**src/rtl/serial_adder_if.sv**
```systemverilog
// Operand/result handshake bundle for the bit-serial adder.
interface serial_adder_if #(
  parameter int unsigned WIDTH = 8
);
  logic             in_valid;
  logic             in_ready;
  logic [WIDTH-1:0] a;
  logic [WIDTH-1:0] b;
  logic             ci;
  logic             out_valid;
  logic             out_ready;
  logic [WIDTH-1:0] sum;
  logic             co;
  logic             ovf;

  // Producer/consumer side (drives operands, accepts results)
  modport master (
    output in_valid, a, b, ci, out_ready,
    input  in_ready, out_valid, sum, co, ovf
  );

  // Adder side
  modport slave (
    input  in_valid, a, b, ci, out_ready,
    output in_ready, out_valid, sum, co, ovf
  );
endinterface

```
**src/rtl/serial_adder.sv**
```systemverilog
// Bit-serial adder: one full-add per clock, LSB first, WIDTH cycles per
// operand set, with valid/ready handshakes on both the operand and result side.
module serial_adder #(
  parameter int unsigned WIDTH = 8
) (
  input  logic           clk,
  input  logic           rst,
  serial_adder_if.slave  bus
);

  localparam int unsigned CNT_W = (WIDTH > 2) ? $clog2(WIDTH) : 1;
  localparam logic [CNT_W-1:0] CNT_PEN  = CNT_W'(WIDTH - 2);
  localparam logic [CNT_W-1:0] CNT_LAST = CNT_W'(WIDTH - 1);

  typedef enum logic [1:0] {
    IDLE = 2'd0,
    RUN  = 2'd1,
    DONE = 2'd2
  } state_t;

  state_t           state_q, state_d;
  logic [WIDTH-1:0] a_q, a_d;
  logic [WIDTH-1:0] b_q, b_d;
  logic             c_q, c_d;
  logic [CNT_W-1:0] cnt_q, cnt_d;
  logic [WIDTH-1:0] sum_q, sum_d;
  logic             co_q, co_d;
  logic             ovf_q, ovf_d;
  logic             cmsb_q, cmsb_d;
  logic             fa_s, fa_c;

  // State register
  always_ff @(posedge clk or posedge rst) begin
    if (rst) state_q <= IDLE;
    else     state_q <= state_d;
  end

  // Next-state logic
  always_comb begin
    state_d = state_q;
    unique case (state_q)
      IDLE:    if (bus.in_valid)        state_d = RUN;
      RUN:     if (cnt_q == CNT_LAST)   state_d = DONE;
      DONE:    if (bus.out_ready)       state_d = IDLE;
      default:                          state_d = IDLE;
    endcase
  end

  // Output logic
  always_comb begin
    bus.in_ready  = (state_q == IDLE);
    bus.out_valid = (state_q == DONE);
    bus.sum       = sum_q;
    bus.co        = co_q;
    bus.ovf       = ovf_q;
  end

  // Datapath next-state: capture in IDLE, one full-add and shift per RUN cycle
  always_comb begin
    a_d    = a_q;
    b_d    = b_q;
    c_d    = c_q;
    cnt_d  = cnt_q;
    sum_d  = sum_q;
    co_d   = co_q;
    ovf_d  = ovf_q;
    cmsb_d = cmsb_q;
    fa_s   = a_q[0] ^ b_q[0] ^ c_q;
    fa_c   = (a_q[0] & b_q[0]) | ((a_q[0] ^ b_q[0]) & c_q);
    unique case (state_q)
      IDLE: begin
        if (bus.in_valid) begin
          a_d   = bus.a;
          b_d   = bus.b;
          c_d   = bus.ci;
          cnt_d = '0;
        end
      end
      RUN: begin
        a_d   = {1'b0, a_q[WIDTH-1:1]};
        b_d   = {1'b0, b_q[WIDTH-1:1]};
        sum_d = {fa_s, sum_q[WIDTH-1:1]};
        c_d   = fa_c;
        cnt_d = cnt_q + 1'b1;
        // carry produced by bit WIDTH-2 is the carry into the MSB
        if (cnt_q == CNT_PEN) cmsb_d = fa_c;
        if (cnt_q == CNT_LAST) begin
          co_d  = fa_c;
          ovf_d = cmsb_q ^ fa_c;
        end
      end
      default: ;
    endcase
  end

  // Datapath registers
  always_ff @(posedge clk or posedge rst) begin
    if (rst) begin
      a_q    <= '0;
      b_q    <= '0;
      c_q    <= 1'b0;
      cnt_q  <= '0;
      sum_q  <= '0;
      co_q   <= 1'b0;
      ovf_q  <= 1'b0;
      cmsb_q <= 1'b0;
    end else begin
      a_q    <= a_d;
      b_q    <= b_d;
      c_q    <= c_d;
      cnt_q  <= cnt_d;
      sum_q  <= sum_d;
      co_q   <= co_d;
      ovf_q  <= ovf_d;
      cmsb_q <= cmsb_d;
    end
  end

endmodule

```
**src/flat_wrapper.sv**
```systemverilog
// flat-port wrapper written by rule: the top's interface ports become plain ports
module serial_adder_flat 
#(
  parameter int unsigned WIDTH = 8
)
  (clk, rst, bus_in_valid, bus_a, bus_b, bus_ci, bus_out_ready, bus_in_ready, bus_out_valid, bus_sum, bus_co, bus_ovf);
  serial_adder_if #(.WIDTH(WIDTH)) bus_i ();
  input  logic clk;
  input  logic rst;
  input wire logic [$bits(bus_i.in_valid)-1:0] bus_in_valid;
  input wire logic [$bits(bus_i.a)-1:0] bus_a;
  input wire logic [$bits(bus_i.b)-1:0] bus_b;
  input wire logic [$bits(bus_i.ci)-1:0] bus_ci;
  input wire logic [$bits(bus_i.out_ready)-1:0] bus_out_ready;
  output wire logic [$bits(bus_i.in_ready)-1:0] bus_in_ready;
  output wire logic [$bits(bus_i.out_valid)-1:0] bus_out_valid;
  output wire logic [$bits(bus_i.sum)-1:0] bus_sum;
  output wire logic [$bits(bus_i.co)-1:0] bus_co;
  output wire logic [$bits(bus_i.ovf)-1:0] bus_ovf;
  assign bus_i.in_valid = bus_in_valid;
  assign bus_i.a = bus_a;
  assign bus_i.b = bus_b;
  assign bus_i.ci = bus_ci;
  assign bus_i.out_ready = bus_out_ready;
  assign bus_in_ready = bus_i.in_ready;
  assign bus_out_valid = bus_i.out_valid;
  assign bus_sum = bus_i.sum;
  assign bus_co = bus_i.co;
  assign bus_ovf = bus_i.ovf;
  serial_adder #(.WIDTH(WIDTH)) u_core (.clk(clk), .rst(rst), .bus(bus_i));
endmodule
```
**config.mk**
```make
export PLATFORM = sky130hd
export DESIGN_NAME = serial_adder_flat
export DESIGN_NICKNAME = d
export VERILOG_FILES = /design/src/rtl/serial_adder_if.sv /design/src/rtl/serial_adder.sv /design/src/flat_wrapper.sv
export SDC_FILE = /design/constraint.sdc
export NUM_CORES = 1
export LEC_CHECK = 0
export ABC_AREA = 1
export CAP_MARGIN = 20
export CORE_ASPECT_RATIO = 0.7
export CORE_UTILIZATION = 35
export DETAILED_ROUTE_END_ITERATION = 8
export PLACE_DENSITY_LB_ADDON = 0.08
export SYNTH_ARGS = -nofsm -noshare
export SYNTH_HDL_FRONTEND = slang
export SYNTH_SLANG_ARGS = --single-unit
export TNS_END_PERCENT = 50
```
**constraint.sdc**
```tcl
create_clock -name clk -period 1.6 [get_ports clk]
set_input_delay 0.16 -clock clk [delete_from_list [all_inputs] [get_ports clk]]
set_output_delay 0.16 -clock clk [all_outputs]
set_load 0.1 [all_outputs]
```
# [Word level (Yosys, flattened, before mapping)]
# Index checks and enable logic that the tools add are counted.
[totals] regBits=33 inputBits=21 elab_cells=41
[op_classes] addsub=1 n_eq_ne=7 n_mux=12 bitwise=6 reduce_logical=6
[op_table] op="8-bit one-hot mux with 2 select lines" count=2
[op_table] op="8-bit 2-to-1 mux" count=2
[op_table] op="3-bit == test (second input constant)" count=2
[op_table] op="2-bit 2-to-1 mux" count=3
[op_table] op="2-bit one-hot mux with 3 select lines" count=1
[op_table] op="3-bit one-hot mux with 2 select lines" count=1
[op_table] op="2-bit AND reduction" count=3
[op_table] op="2-bit inequality test (second input constant)" count=2
[op_table] op="3-bit by 1-bit adder with 3-bit output (second input constant)" count=1
[op_table] op="3-bit 2-to-1 mux" count=1
[op_table] op="3-bit AND reduction" count=1
[op_table] op="1-bit XOR" count=3
[op_table] op="1-bit bitwise AND" count=2
[op_table] op="2-bit by 1-bit == test with 1-bit output (second input constant)" count=1
[op_table] op="2-bit == test (second input constant)" count=1
[op_table] op="2-bit logical NOT" count=1
[op_table] op="2-bit by 1-bit inequality test with 1-bit output (second input constant)" count=1
[op_table] op="1-bit one-hot mux with 2 select lines" count=1
[op_table] op="2-bit nonzero test" count=1
[op_table] op="1-bit 2-to-1 mux" count=1
[op_table] op="1-bit OR" count=1

# [Longest topological paths before layout]
[logic_depth] depth_word=4 ltp_mapped=7 ltp_nobuf=6

# [Least setup slack after synthesis]
# OpenSTA, ideal clock, no wires.
[synth_path] path_type="flip-flop to flip-flop" startpoint="reg u_core.state_q[0]" endpoint="reg u_core.a_q[7]" arrival_ns=2.169 setup_slack_ns=-0.652 stages_incl_launch_ff=5 path_buffers=1 period_less_slack_ns=2.252 cell_sequence="dfrtp_1 > buf_6 > nor2_1 > nand3_1 > o21ai_0"
[synth_via] elab_chain_cells=3 elab_cells_between_ends=6 classes_between="eq/ne (2); mux (1); reduce/logical (3)"
[synth_rtl] element="start: declaration" line="serial_adder.sv:21" rtl="state_t state_q, state_d;"
[synth_rtl] element="start signal: assignment" line="serial_adder.sv:35" rtl="else state_q <= state_d;"
[synth_rtl] element="2-bit logical NOT (*)"
[synth_rtl] element="net bus_in_ready" line="flat_wrapper.sv:15" rtl="output wire logic [$bits(bus_i.in_ready)-1:0] bus_in_ready;"
[synth_rtl] element="2-bit inequality test (no line) or 2-bit nonzero test (tied branches)"
[synth_rtl] element="2-bit AND reduction (no line)"
[synth_rtl] element="end signal: assignment" line="serial_adder.sv:99" rtl="a_q <= '0;"
[synth_rtl] element="end signal: assignment" line="serial_adder.sv:108" rtl="a_q <= a_d;"
[synth_rtl] element="end: declaration" line="serial_adder.sv:22" rtl="logic [WIDTH-1:0] a_q, a_d;"
# The timed path passes the listed nets; every way through them passes the cells marked *.
# A chain may end at the register's enable or synchronous reset.

# [Worst setup path in the final report]
[layout_path] startpoint="reg u_core.state_q[1]" endpoint="out bus_out_valid"
[layout_via] elab_chain_cells=1
[layout_rtl] element="2-bit == test" line="serial_adder.sv:52" rtl="bus.out_valid = (state_q == DONE);"
[layout_rtl] element="end: declaration" line="flat_wrapper.sv:16" rtl="output wire logic [$bits(bus_i.out_valid)-1:0] bus_out_valid;"
# No other way between the ends.

==> results.sh <==
export IMPL_coreArea_sq_um=4808
export IMPL_hp_class="input port to asynchronous set/reset pin"
export IMPL_rsz0062_at_grt="false"
export IMPL_cp_arrival_ns=1.34
export IMPL_worst_setup_path_end_kind="primary output"
export IMPL_dr_pass1_iters=4
export IMPL_overflow=0
export IMPL_drv_cap=0
export IMPL_clockBufferDepth=2
export IMPL_grt_pass1_wl_mm=6.092
export IMPL_ys_types=22
export IMPL_netlist_instances=212
export IMPL_crit_type="flip-flop to primary output"
export IMPL_run_status="finished clean"
export IMPL_finalSetupTns_ns=0
export IMPL_synth_area_leader_cell="dfrtp_1"
export IMPL_h_tree_depth=2
export IMPL_initial_utilization_pct=36.53
export IMPL_die_area_sq_um=5311
export IMPL_wl_per_cell_microns=11.25
export IMPL_worst_hold_slack_ns=0.2755
export IMPL_critical_path_required_ns=1.44
export IMPL_synth_area_top_cells="dfrtp_1 47%, nand2_1 17%, inv_1 7.3%"
export IMPL_yosysMostFrequentCell="nand2_1"
export IMPL_synth_seq_cells=33
export IMPL_cellPowerDensity_nw_per_um2=2230
export IMPL_port_buffers=32
export IMPL_synth_edf_count=0
export IMPL_grt_pass1_vias=1286
export IMPL_num_rows=21
export IMPL_area_delta_synth_final_pct=34.12
export IMPL_relSlewSlack_pct=71.86
export IMPL_yosysSeqAreaShare_pct=47.01
export IMPL_die_h_microns=61.28
export IMPL_antenna_found_initial=0
export IMPL_place_congestion=0.6971
export IMPL_vdd_drop_max_uv=849.8
export IMPL_cts_sinks=33
export IMPL_die_w_microns=86.68
export IMPL_report_power_total_uw=5254
export IMPL_synth_area_per_cell_sq_um=8.286
export IMPL_drive_gt1_share_pct=18.73
export IMPL_worst_slew_pin_slew_ns=0.4221
export IMPL_clock_root_buffer="clkbuf_8"
export IMPL_track_usage_pct=15.57
export IMPL_grt_max_degree=34
export IMPL_synth_fp_nets=237
export IMPL_timing_final_max_slew_violations=0
export IMPL_skew_ns=0.003221
export IMPL_diodes=0
export IMPL_ys_warn_count=0
export IMPL_dp_hpwl_mm=2.562
export IMPL_syn_area_sq_um=1757
export IMPL_pin_count=33
export IMPL_synthTopCellsByCount="78 x nand2_1, 34 x inv_1, 33 x dfrtp_1"
export IMPL_critPathLaunchType="flip-flop"
export IMPL_drtIter0Drc=53
export IMPL_hold_viol=0
export IMPL_path_clk_slew_ns=0.06
export IMPL_fin_crit_ns=1.498
export IMPL_fin_crit_sh_pct=93.62
export IMPL_antenna_left=0
export IMPL_synthArstFlopShare_pct=100.0
export IMPL_final_util_pct=49.00
export IMPL_fin_nets=276
export IMPL_cts_buffers=5
export IMPL_synth_top_cell_area_share_pct=47.01
export IMPL_cts_tree="built"
export IMPL_setup_viol=0
export IMPL_ys_flop_type="dfrtp_1"
export IMPL_drc=0
export IMPL_wl_mm=3.599
export IMPL_max_freq_ghz=0.6676
export IMPL_num_vias=1363
export IMPL_critPathMaxFanout=17
export IMPL_p_leak_uw=0.001238
export IMPL_clk_latency_ns=0.28
export IMPL_avgViaCountPerCell=4.259
## what timing repair did
item	CTS	global route
endpoints found under the setup margin	0	1
gates resized for setup	0	1
hold buffers	0	0
buffers inserted	0	0
## power breakdown
part / internal (uW) / switching, uW
registers: 1230 / 317
logic: 1160 / 1920
clock network: 341 / 287
total: 2730 / 2520
## registers in the layout, summed over array words and instances, names as in the netlist, 2 cells and up
signal,count
u_core.b_q,8
u_core.a_q,8
u_core.bus.sum,8
u_core.state_q,2
u_core.cnt_q,3
## routing by layer
metal  routed length, microns  track usage (%)  up-vias
met3                      122            4.021        5
li1                         -                -      720
met2                     1505            23.24       21
met4                       44            5.714        0
met5                        0                0        -
met1                     1926            22.03      617
## per-stage QoR
stage / std cells / instance area [sq um] / setup slack [ns]
detailed placement: 313 / 2268 / 0.2135
finish: 320 / 2356 / 0.1021
CTS: 320 / 2355 / 0.05223
global route: 320 / 2356 / 0.03249
floorplan: 212 / 1762 / -0.1322
global placement: 313 / 2268 / 0.2581
## area by class of cell
class	count	area [sq um]
Sequential cell	33	827.0
Clock buffer	7	86.33
Fill cell	472	2452
Multi-Input combinational cell	134	700.7
Tap cell	69	86.33
Timing Repair Buffer	41	520.5
Inverter	36	135.1
## critical path: stages, from the launching register on
cell	delay, ns
dfrtp_2	0.44
inv_2	0.13
buf_4	0.24
nor2_2	0.07
buf_12	0.16
## worst paths after layout
path	startpoint	depth (start not counted)	slack, ns	to
worst max register to register	u_core.state_q[1]	5	0.26	u_core.b_q[6]
worst min-delay path	rst	3	0.28	u_core.cmsb_q
max in group asynchronous	rst	3	1.00	u_core.state_q[1]
worst max-delay path	u_core.state_q[1]	4	0.10	bus_out_valid
worst min register to register	u_core.a_q[4]	2	0.48	u_core.a_q[4]
min in group clk	bus_out_ready	2	0.48	u_core.state_q[1]
## layout by cell type, fill, tap and decap left out
cell,n
nor2_1,1
ha_1,3
inv_1,34
clkdlybuf4s50_1,20
clkbuf_8,6
nand2_4,2
nor2_4,1
o21ai_0,7
xor2_1,1
o21ai_4,1
nand2_2,1
nor2_2,2
inv_2,2
dfrtp_2,1
fa_1,1
buf_12,13
o21ai_1,2
nand2_1,78
buf_4,8
nand3_1,22
clkbuf_1,1
nand3_2,10
o31ai_1,1
nand4_1,1
dfrtp_1,32
## cells by family (layout without fill, tap and decap cells)
group,Yosys count,after routing,synth area share (%)
AND/OR/NAND/NOR,118,118,31.91
buffers and inverters,45,84,13.39
flip-flops,33,33,47.01
AO/OA/AOI/OAI,11,11,3.918
adder cells (fa/ha/maj),4,4,3.277
XOR/XNOR,1,1,0.4987
Power figures use the tool's default switching activity.
